### src/rtl/sound_pkg.sv
// Shared definitions for the sound mixer: FSM states, register offsets, default sizing.
`timescale 1ns/1ps
package sound_pkg;

  typedef enum logic [1:0] {
    ST_IDLE,
    ST_ACCUM,
    ST_SAT,
    ST_OUT
  } state_t;

  localparam int unsigned LATCH_OFS = 0;
  localparam int unsigned MASK_OFS  = 1;
  localparam int unsigned GAIN_OFS  = 2;

  localparam int unsigned DEF_NUM_CH    = 4;
  localparam int unsigned DEF_CH_W      = 4;
  localparam int unsigned DEF_OUT_W     = 12;
  localparam logic [15:0] DEF_BASE_ADDR = 16'h1840;

endpackage

### src/rtl/sound_mixer_regs.sv
// CPU register window of the sound mixer: output latch, mute mask and per-channel gains.
`timescale 1ns/1ps
module sound_mixer_regs
  import sound_pkg::*;
#(
  parameter int unsigned NUM_CH    = DEF_NUM_CH,
  parameter logic [15:0] BASE_ADDR = DEF_BASE_ADDR
) (
  input  logic                clk,
  input  logic                rst,
  input  logic                clk_3MHz_en,
  input  logic                wr_en,
  input  logic [15:0]         addr,
  input  logic [7:0]          wdata,
  output logic [7:0]          latch,
  output logic [7:0]          mask,
  output logic [NUM_CH*8-1:0] gains,
  output logic                mask_wr
);

  logic [15:0] ofs;
  logic        wr;

  assign ofs     = addr - BASE_ADDR;
  assign wr      = wr_en && clk_3MHz_en;
  assign mask_wr = wr && (ofs == 16'(MASK_OFS));

  always_ff @(posedge clk or negedge rst) begin
    if (!rst) begin
      latch <= '0;
      mask  <= '0;
      for (int unsigned i = 0; i < NUM_CH; i++) gains[i*8 +: 8] <= 8'h01;
    end else if (wr) begin
      if (ofs == 16'(LATCH_OFS)) latch <= wdata;
      if (mask_wr) mask <= wdata;
      for (int unsigned i = 0; i < NUM_CH; i++)
        if (ofs == 16'(GAIN_OFS + i)) gains[i*8 +: 8] <= wdata;
    end
  end

endmodule

### src/rtl/sound_mixer.sv
// Multi-channel gain/mute mixer with saturation; optional one-pole low-pass output
// filter enabled by defining SOUND_MIXER_LPF_EN.
`timescale 1ns/1ps
module sound_mixer
  import sound_pkg::*;
#(
  parameter int unsigned NUM_CH    = DEF_NUM_CH,
  parameter int unsigned CH_W      = DEF_CH_W,
  parameter int unsigned OUT_W     = DEF_OUT_W,
  parameter logic [15:0] BASE_ADDR = DEF_BASE_ADDR
) (
  input  logic                   clk,
  input  logic                   rst,
  input  logic                   clk_3MHz_en,
  input  logic                   sample_en,
  input  logic                   wr_en,
  input  logic [15:0]            addr,
  input  logic [7:0]             wdata,
  input  logic [NUM_CH*CH_W-1:0] ch_audio,
  output logic [7:0]             latch_out,
  output logic [OUT_W-1:0]       audio,
  output logic                   audio_valid,
  output logic                   busy,
  output logic                   overrun
);

  localparam int unsigned ACC_W = CH_W + 8 + $clog2(NUM_CH);
  localparam int unsigned IDX_W = (NUM_CH > 1) ? $clog2(NUM_CH) : 1;
  localparam int unsigned CMP_W = (ACC_W > OUT_W) ? ACC_W : OUT_W;
  localparam logic [CMP_W-1:0] OUT_MAX = (CMP_W'(1) << OUT_W) - CMP_W'(1);

  state_t                   state;
  logic [IDX_W-1:0]         idx;
  logic [ACC_W-1:0]         acc;
  logic [ACC_W-1:0]         term;
  logic [CMP_W-1:0]         acc_ext;
  logic [NUM_CH*CH_W-1:0]   snap;
  logic [OUT_W-1:0]         result;
  logic [OUT_W-1:0]         out_next;
  logic [7:0]               latch;
  logic [7:0]               mask;
  logic [NUM_CH*8-1:0]      gains;
  logic                     mask_wr;

  sound_mixer_regs #(
    .NUM_CH    (NUM_CH),
    .BASE_ADDR (BASE_ADDR)
  ) u_regs (
    .clk         (clk),
    .rst         (rst),
    .clk_3MHz_en (clk_3MHz_en),
    .wr_en       (wr_en),
    .addr        (addr),
    .wdata       (wdata),
    .latch       (latch),
    .mask        (mask),
    .gains       (gains),
    .mask_wr     (mask_wr)
  );

  assign latch_out = latch;
  assign busy      = (state != ST_IDLE);
  assign acc_ext   = CMP_W'(acc);

  // Gains and mask are read live, so CPU writes reach channels not yet accumulated.
  always_comb begin
    term = '0;
    if (!mask[idx])
      term = ACC_W'(snap[idx*CH_W +: CH_W]) * ACC_W'(gains[idx*8 +: 8]);
  end

`ifdef SOUND_MIXER_LPF_EN
  logic [OUT_W-1:0]        lpf_x;
  logic signed [OUT_W:0]   lpf_diff;
  logic signed [OUT_W:0]   lpf_step;

  // audio doubles as the filter state y; the true sum always fits in OUT_W bits.
  always_comb begin
    lpf_x    = latch[7] ? '0 : result;
    lpf_diff = $signed({1'b0, lpf_x}) - $signed({1'b0, audio});
    lpf_step = lpf_diff >>> 2;
    out_next = audio + lpf_step[OUT_W-1:0];
  end
`else
  always_comb begin
    out_next = latch[7] ? '0 : result;
  end
`endif

  always_ff @(posedge clk or negedge rst) begin
    if (!rst) begin
      state       <= ST_IDLE;
      idx         <= '0;
      acc         <= '0;
      snap        <= '0;
      result      <= '0;
      audio       <= '0;
      audio_valid <= 1'b0;
      overrun     <= 1'b0;
    end else begin
      audio_valid <= 1'b0;
      if (sample_en && state != ST_IDLE) overrun <= 1'b1;
      else if (mask_wr)                  overrun <= 1'b0;

      case (state)
        ST_IDLE: begin
          if (sample_en) begin
            snap  <= ch_audio;
            acc   <= '0;
            idx   <= '0;
            state <= ST_ACCUM;
          end
        end
        ST_ACCUM: begin
          if (clk_3MHz_en) begin
            acc <= acc + term;
            idx <= idx + 1'b1;
            if (idx == IDX_W'(NUM_CH - 1)) state <= ST_SAT;
          end
        end
        ST_SAT: begin
          result <= (acc_ext > OUT_MAX) ? '1 : OUT_W'(acc_ext);
          state  <= ST_OUT;
        end
        ST_OUT: begin
          audio       <= out_next;
          audio_valid <= 1'b1;
          state       <= ST_IDLE;
        end
        default: state <= ST_IDLE;
      endcase
    end
  end

endmodule
### config.mk
export PLATFORM = sky130hd
export DESIGN_NAME = sound_mixer
export DESIGN_NICKNAME = d
export VERILOG_FILES = /design/src/rtl/sound_pkg.sv /design/src/rtl/sound_mixer_regs.sv /design/src/rtl/sound_mixer.sv
export SDC_FILE = /design/constraint.sdc
export NUM_CORES = 1
export LEC_CHECK = 0
export ABC_AREA = 1
export ABC_CLOCK_PERIOD_IN_PS = 5100
export CAP_MARGIN = 40
export CORE_ASPECT_RATIO = 0.7
export CORE_MARGIN = 8
export CORE_UTILIZATION = 58
export CTS_BUF_LIST = sky130_fd_sc_hd__clkbuf_16
export DETAILED_ROUTE_END_ITERATION = 8
export MAX_ROUTING_LAYER = met4
export PLACE_DENSITY = 0.81
export SLEW_MARGIN = 20
export SYNTH_ARGS = -nofsm -noshare
export SYNTH_HDL_FRONTEND = slang
export SYNTH_SLANG_ARGS = --single-unit
### constraint.sdc
create_clock -name clk -period 5.1 [get_ports clk]
set_input_delay 1.02 -clock clk [delete_from_list [all_inputs] [get_ports clk]]
set_output_delay 1.02 -clock clk [all_outputs]
set_load 0.03 [all_outputs]
# After elaboration in Yosys (flattened, before gate mapping)
# Index checks and enable logic that the tools add are counted.
# totals
memories	0
register_bits	104
output_inout_bits	23
latch_bits	0
ramBits	0
mem_bits_ro	0
# classes
div	0
n_bitwise	0
n_mux	18
shift	2
n_addsub	3
reduce_logical	17
n_mul	1
eq_ne	12
magnitude_cmp	2
# ops
operator	count
$mux W12	3
$eq A16 B2 Y1 const B	2
$eq A16 B3 Y1 const B	2
$shiftx A32 B6 Y8	1
$mux W14	2
$pmux W14 S2	1
$eq A16 B1 Y1 const B	1
$logic_not A16 Y1	1
$shiftx A16 B5 Y4	1
$sub A16 B13 Y16 const B	1
$add A14 B12 Y14	1
$gt A14 B12 Y1 const B	1
$reduce_and A2 Y1	7
$mul A4 B8 Y12	1
$mux W2	5
$pmux W2 S4	1
$eq A2 B2 Y1 const B	3
$ne A2 B2 Y1 const B	3
$reduce_and A3 Y1	2
$reduce_bool A2 Y1	3
$lt A2 B4 Y1 const B	1
$mux W1	4
$pmux W2 S2	1
$logic_and A1 B1 Y1	3
4 further kinds	4

# Logic depth before layout (Yosys ltp)
# Gate-level depths: netlist of run 1.
# logic_depth
depth_word	6
depth_mapped	28
ltp_nobuf	27

# By module
# Synthesis of run 1 repeated with hierarchy kept, for this count alone.
# unflattened
hier_cells	868
area_unflattened_um2	6582.6
# modules_own_cells
mod	seq_area_each_um2	cells_per_inst	area_per_inst_um2	instances
sound_mixer	1501.4	625	4494.3	1
sound_mixer_regs	1206.2	243	2088.3	1

# Worst setup path after synthesis of run 1
# Ideal clock, no wire load.
# synth_timing
kind	reg2reg
start	register idx[1]
end	register acc[13]
setup_ns	0.119
n_path_buf	1
arrival_ns	4.193
path_stages_with_launch	26
required_ns	4.981
setup_slack_ns	0.788
synth_period_minus_slack_ns	4.312
cell_sequence	dfrtp_1 -> inv_2 -> clkbuf_1 -> a21oi_1 -> a32oi_1 -> nand3_1 -> fa_1 -> inv_1 -> fa_1 -> fa_1 -> nand3_1 -> nand3_1 -> nand2_1 -> a21oi_1 -> xor2_1 -> nor2_1 -> ha_1 -> nand2_1 -> inv_2 -> nand2_1 -> nor3_1 -> nand2_1 -> nand2_1 -> nand3_1 -> nand2_1 -> nor2_1
# synth_via
elab_chain_cells	6
word_cells_on_any_way	9
# synth_lines
item	line	text
from (decl)	sound_mixer.sv:33	logic [IDX_W-1:0] idx;
from (signal assigned)	sound_mixer.sv:117	idx <= idx + 1'b1;
$shiftx A32 B6 Y8 (tied with other cells)	sound_mixer.sv:69	term = ACC_W'(snap[idx*CH_W +: CH_W]) * ACC_W'(gains[idx*8 +: 8]);
$mul A4 B8 Y12 or $mux W1 (tied branches)	sound_mixer.sv:69, sound_mixer.sv:68	
$mux W12 (*)	sound_mixer.sv:68	if (!mask[idx])
$add A14 B12 Y14 (*)	sound_mixer.sv:116	acc <= acc + term;
$mux W14 (*)	sound_mixer.sv:115	if (clk_3MHz_en) begin
$pmux W14 S2 (*)	sound_mixer.sv:105	case (state)
to (signal assigned)	sound_mixer.sv:116	
to (decl)	sound_mixer.sv:34	logic [ACC_W-1:0] acc;
# Mark *: on every way between the ends. The rest lies on a longest branch, timed or not. The select of a mux whose other input is x is not followed.
# A chain may end at the register's enable or synchronous reset.

# Worst setup path in the final report of run 1
# layout_timing
start	register idx[0]
end	register acc[12]
# The elaborated chain is that of the path after synthesis.

==> run metrics, run 1 <==
outcome=completed; initial antenna violation count=0; Die ar.=14800 sq um; commonest non-fill, non-tap cells in the layout=nand2_1, dfrtp_1, inv_1; worst path bufs/invs=4; PortBufs=67; register area share after synthesis=40.6%; Final Util=68.8%; Distinct cells, synth=41; Max VDD drop=0.000256 V; Final GP Congestion=0.958; Core ar.=10900 sq um; H-Tree Level Count=3; fin crit share=91.0%; remaining global-route overflow=0; Final Slew Violations=0; Switching Power=1.67 mW; delay-heaviest family, CP=adder cells; largest net degree at the start of global routing=52; crit path capture type=flip-flop; RR Startpoint=idx[0]$_DFFE_PN0P_; P per Cell Area=494 nW/um^2; worst rel slew slack=47.6%; R2R Path End=acc[12]$_DFFE_PN0P_; Clk network pwr share=18.6%; Worst Path Required=5340 ps; worst hold path type=reg -> reg; Hold Buf Count CTS=0; syn avg cell area=8.40 sq um; maxcap violations=0; Area contributors post-synth=dfrtp_1, nand2_1, ha_1; Reg power frac=32.0%; final-report hold violation count=0; non-filler cells, final=982; vias=5420; Post-CTS Setup Bufs=0; worst hold endpoint=u_regs.latch[2]$_DFFE_PN0P_; Via-to-Cell Ratio=5.52; number of iterations in the first detailed-routing pass=5; Ys Warns=0; Area Overhead vs Synth=16.7%; Place WS=360 ps; drt drc=0; Max Fclk=215 MHz; CP max-delay cell=fa_1; CTS root buf=clkbuf_16; fin crit period=4640 ps; setup_tns=0 ps; CP peak stage delay=560 ps; wire per inst=15.7 um; Combinational Power Share=49.4%; R2R Setup Slk=460 ps; most common cell after layout, fill and taps aside=nand2_1; Syn Nets=856; height of the die=104 um; Rows=32; share of the synthesized area in the top cell type=39.0%; Die Span X=142 um; maximum fanout along the worst path=20; Max Root-Sink Buffers=2; Min-Delay Startpoint=u_regs.latch[2]$_DFFE_PN0P_; Hold Crit Depth=2; Routed Antenna Nets=0; Inst Count DP=966; Setup Viol. Count Final=0; Antenna diodes=0; vias in the first global route=5287; First DRT Iteration DRCs=416; first-pass GRT wire length=26.1 mm; Worst-path clk slew=70 ps; worst skew pair latency=350 ps; final setup margin=458 ps; Int Pwr=2.03 mW; Final Skew=5.98 ps; Slew @ Worst Pin=786 ps; layout cells sized above 1=13.5%; startpoint types=flip-flop; RSZ-0062 raised after global routing=no; FF+latch count, synth=104; R2R depth=25; Post-DP HPWL=11.7 mm; sw frac=45.1%; layout net count=915; leading area contributor after synthesis=dfrtp_1; Total GRT Usage=22.4%; mapped cell area=6420 sq um; leakage=3.51 nW; final wirelength=15.4 mm; Sink Count=104; I/O pin count=68; Setup CP Type=reg -> reg; cts bufs inserted=9; CTS tree=built; critical path arrival=4890 ps; cell count after synthesis=765; initial core utilization=59.0%
## metrics by stage
stage          total power, mW  instance area (sq um)  hold slack, ps
2_1_floorplan             2.46                   6420             455
3_3_place_gp              2.89                   7160             465
3_5_place_dp              2.97                   7180             466
4_1_cts                   3.69                   7480             485
5_1_grt                   3.99                   7490             493
6_report                  3.70                   7490             485
## routing by layer
layer	share of wire (%)	vias to the layer above	track usage (%)
met2	45	170	34.3
met1	46	2623	29.9
met3	7.5	23	5.23
met4	1.0	0	4.58
li1	-	2604	-
met5	0	-	-
## worst max path at each step
| stage | slack [ps] | cells past startpoint | startpoint | endpoint |
|---|---|---|---|---|
| floorplan | 790 | 25 | idx[1]$_DFFE_PN0P_ | acc[13]$_DFFE_PN0P_ |
| global route | 20 | 25 | idx[0]$_DFFE_PN0P_ | acc[10]$_DFFE_PN0P_ |
| finish | 460 | 25 | idx[0]$_DFFE_PN0P_ | acc[12]$_DFFE_PN0P_ |
| detailed placement | 360 | 24 | idx[0]$_DFFE_PN0P_ | acc[13]$_DFFE_PN0P_ |
| global placement | 490 | 24 | idx[0]$_DFFE_PN0P_ | acc[13]$_DFFE_PN0P_ |
| CTS | 310 | 25 | idx[0]$_DFFE_PN0P_ | acc[10]$_DFFE_PN0P_ |
## power groups by stage
stage / clock network, mW / logic (mW) / registers [mW]
final: 0.688 / 1.83 / 1.19
after detailed placement: 0 / 1.78 / 1.18
after global routing: 0.730 / 2.05 / 1.20
after CTS: 0.699 / 1.82 / 1.18
after global placement: 0 / 1.71 / 1.18
after floorplan: 0 / 1.24 / 1.22
## cells in the mapped netlist (all sizes together)
cell type / number
o21ai: 84
fa: 13
dfrtp: 100
nand3: 46
a31oi: 14
o22ai: 2
inv: 112
nor2: 74
and2: 2
dfstp: 4
xnor2: 2
a32o: 1
clkbuf: 11
o21bai: 1
o21a: 1
or2: 1
xor2: 2
a21oi: 34
nand2: 180
nand3b: 2
a21o: 1
nor3: 8
ha: 33
buf: 11
nor3b: 1
mux2: 15
a32oi: 10
## timing repair
item,in CTS,in global routing
resized for setup,0,7
hold endpoints to repair,0,0
setup endpoints to repair,0,6
## logic make-up after synthesis
logic type      Yosys count  synth area share [%]
simple gates            314                  21.9
buf+inv                 134                  8.77
compound gates          148                  15.1
flops                   104                  40.6
fa+ha+maj                46                  10.5
xor+xnor                  4                 0.545
mux                      15                  2.63
## worst min-delay path, cell delays in order, from the launching register on
cell     delay [ps]
dfrtp_1         340
nand2_1          60
o21ai_2          50
## layout make-up
cell class | count | area, sq um
fillers | 859 | 3400
multi-input cells | 527 | 3250
inverters | 112 | 428
repair buffers | 70 | 714
clock inverters | 7 | 72.6
clock buffers | 9 | 225
well taps | 153 | 191
flip-flops and latches | 104 | 2610
## registers in the layout, indices dropped and copies added, names as in the netlist
register and flops:
u_regs.gains 32, snap 16, acc 14, audio 12, result 12, u_regs.latch 8
u_regs.mask 4, idx 2, state 2, audio_valid 1, overrun 1
Power figures use the tool's default switching activity.
==> run 2: changes to the inputs <==
CELL_PAD_IN_SITES_DETAIL_PLACEMENT = 1   (was unset)
CELL_PAD_IN_SITES_GLOBAL_PLACEMENT = 1   (was unset)
CORE_UTILIZATION = 43   (was 58)
GPL_ROUTABILITY_DRIVEN = 0   (was unset)
PLACE_DENSITY = unset   (was 0.81)
PLACE_DENSITY_LB_ADDON = 0.1   (was unset)
SLEW_MARGIN = 25   (was 20)
==> run 2 against run 1 <==
Compared with the run above: die area up 30%; critical path depth down 2; largest cell class unchanged; register-to-register slack worse by 140 ps; non-clock buffer count up 2; combinational power up 4%; worst hold slack better by 7.7 ps; critical path type unchanged; sequential power about the same; largest power group unchanged; routed wire length up 18%; via count down 1.8%.
==> run metrics, run 2 (same netlist as run 1, synthesis figures left out) <==
outcome=completed (unchanged); Sink Count=104 (unchanged); Die ar.=19200 sq um (was 14800 sq um); Hold Crit Depth=2 (unchanged); R2R depth=23 (was 25); number of flip-flops in the largest register=32 (unchanged); Post-DP HPWL=14.1 mm (was 11.7 mm); P per Cell Area=505 nW/um^2 (was 494 nW/um^2); Max VDD drop=0.000214 V (was 0.000256 V); Setup Viol. Count Final=0 (unchanged); worst hold path type=reg -> reg (unchanged); final-report hold violation count=0 (unchanged); Multi-input gate area=3260 sq um (was 3250 sq um); CP max-delay cell=fa_1 (unchanged); number of iterations in the first detailed-routing pass=4 (was 5); fillcell total=1765 (was 859); worst skew pair latency=360 ps (was 350 ps); drt drc=0 (unchanged); total power=3.83 mW (was 3.70 mW); CTS tree=built (unchanged); leakage=3.53 nW (was 3.51 nW); Antenna diodes=0 (unchanged); R2R Path End=acc[11]$_DFFE_PN0P_ (was acc[12]$_DFFE_PN0P_); vias=5325 (was 5420); Min-Delay Startpoint=u_regs.latch[6]$_DFFE_PN0P_ (was u_regs.latch[2]$_DFFE_PN0P_); Core ar.=14600 sq um (was 10900 sq um); Max Fclk=209 MHz (was 215 MHz); R2R Setup Slk=320 ps (was 460 ps); maximum fanout along the worst path=19 (was 20); critical path arrival=5030 ps (was 4890 ps); fin crit share=93.7% (was 91.0%); largest register by flop count=u_regs.gains (unchanged); Final Skew=9.41 ps (was 5.98 ps); crit path capture type=flip-flop (unchanged); vias in the first global route=5662 (was 5287); Final Util=51.8% (was 68.8%); most frequent CP cell=nor2_1; cts bufs inserted=9 (unchanged); Routed Antenna Nets=0 (unchanged); biggest regs=u_regs.gains (32), snap (16), acc (14) (unchanged); I/O pin count=68 (unchanged); Rows=37 (was 32); worst hold endpoint=u_regs.latch[6]$_DFFE_PN0P_ (was u_regs.latch[2]$_DFFE_PN0P_); height of the die=118 um (was 104 um); first-pass GRT wire length=30.0 mm (was 26.1 mm); Worst Path Required=5350 ps (was 5340 ps); final wirelength=18.1 mm (was 15.4 mm); most common cell after layout, fill and taps aside=nand2_1 (unchanged); Slew @ Worst Pin=735 ps (was 786 ps); CTS root buf=clkbuf_16 (unchanged); PortBufs=67 (unchanged); Final Slew Violations=0 (unchanged); register area=2610 sq um (unchanged); initial antenna violation count=0 (unchanged); Post-CTS Setup Bufs=0 (unchanged); Area Overhead vs Synth=18.0% (was 16.7%); layout cells sized above 1=13.8% (was 13.5%); Total GRT Usage=20.0% (was 22.4%); commonest non-fill, non-tap cells in the layout=nand2_1, dfrtp_1, inv_1 (unchanged); RSZ-0062 raised after global routing=no (unchanged); Setup CP Type=reg -> reg (unchanged); remaining global-route overflow=0 (unchanged); Worst-path clk slew=80 ps (was 70 ps); wire per inst=17.6 um (was 15.7 um); layout net count=917 (was 915); Critical Path, Cell by Cell=buf_4, a21oi_1, a32o_1, nor2_1, fa_1, inv_1, fa_1, inv_1, ha_1, a21oi_1, nor2_1, nor2_1, nand3_1, nand2_1, nor2_1, ha_1, nand2_1, nor2_1, nand3_1, nand3_1, nand2_1, nand2_1, o21ai_1; worst rel slew slack=50.8% (was 47.6%); Die Span X=162 um (was 142 um); largest net degree at the start of global routing=53 (was 52); Max Root-Sink Buffers=2 (unchanged); initial core utilization=43.9% (was 59.0%); First DRT Iteration DRCs=351 (was 416); setup_tns=0 ps (unchanged); startpoint types=flip-flop (unchanged); maxcap violations=0 (unchanged); fin crit period=4780 ps (was 4640 ps); RR Startpoint=idx[0]$_DFFE_PN0P_ (unchanged); H-Tree Level Count=3 (unchanged); CP peak stage delay=530 ps (was 560 ps); Via-to-Cell Ratio=5.19 (was 5.52)
-- run 2: cell count changes in the layout (fill, tap and decap cells not counted), sizes merged --
cell / previous run / this run
bufinv: 0 / 1
buf: 4 / 6
clkinvlp: 1 / 0
clkinv: 2 / 3
inv: 116 / 115
-- run 2: layout make-up --
cell class	instances	share of cell area (%)
Clock inverter	7	1.17
Multi-Input combinational cell	527	42.9
Clock buffer	9	2.97
Timing Repair Buffer	72	9.67
Sequential cell	104	34.4
Tap cell	195	3.22
Inverter	112	5.61
-- run 2: power breakdown --
group          leakage, nW  switching (mW)  internal [mW]
sequential            1.35           0.172           1.03
combinational         2.03            1.22          0.678
clock                0.155           0.342          0.392
total                 3.53            1.73           2.10
-- run 2: worst max-delay path: cells and delay by family, from the launching register on --
family | cells | cell delay (ps)
buf+inv | 3 | 330
simple gates | 12 | 1270
compound gates | 4 | 740
flops | 1 | 500
fa+ha+maj | 4 | 1810
-- run 2: metal layers --
metal / GRT usage (%) / share of wire [%]
met2: 29.3 / 43
met1: 27.9 / 51
met3: 4.51 / 5.3
met5: - / 0
met4: 4.15 / 0.81
-- run 2: repair_timing --
action,4_1_cts,5_1_grt
hold buffers,0,0
gates resized for setup,0,6
hold endpoints to repair,0,0
endpoints found under the setup margin,0,7
-- run 2: per-stage QoR --
stage	cells	cell area, sq um	hold slack [ps]	setup slack (ps)
after floorplan	765	6420	455	788
after global placement	1007	7210	464	410
after detailed placement	1008	7240	475	208
after CTS	1024	7550	494	205
after global routing	1026	7580	498	15.9
final	1026	7580	493	320
-- run 2: worst max path at each step --
stage	from	endpoint	slack (ps)	cells past startpoint
final	idx[0]$_DFFE_PN0P_	acc[11]$_DFFE_PN0P_	320	23
after global routing	idx[0]$_DFFE_PN0P_	acc[13]$_DFFE_PN0P_	20	27
after CTS	idx[0]$_DFFE_PN0P_	acc[11]$_DFFE_PN0P_	210	22
after detailed placement	idx[0]$_DFFE_PN0P_	acc[11]$_DFFE_PN0P_	210	22
after global placement	idx[0]$_DFFE_PN0P_	acc[13]$_DFFE_PN0P_	410	24
after floorplan	idx[1]$_DFFE_PN0P_	acc[13]$_DFFE_PN0P_	790	25
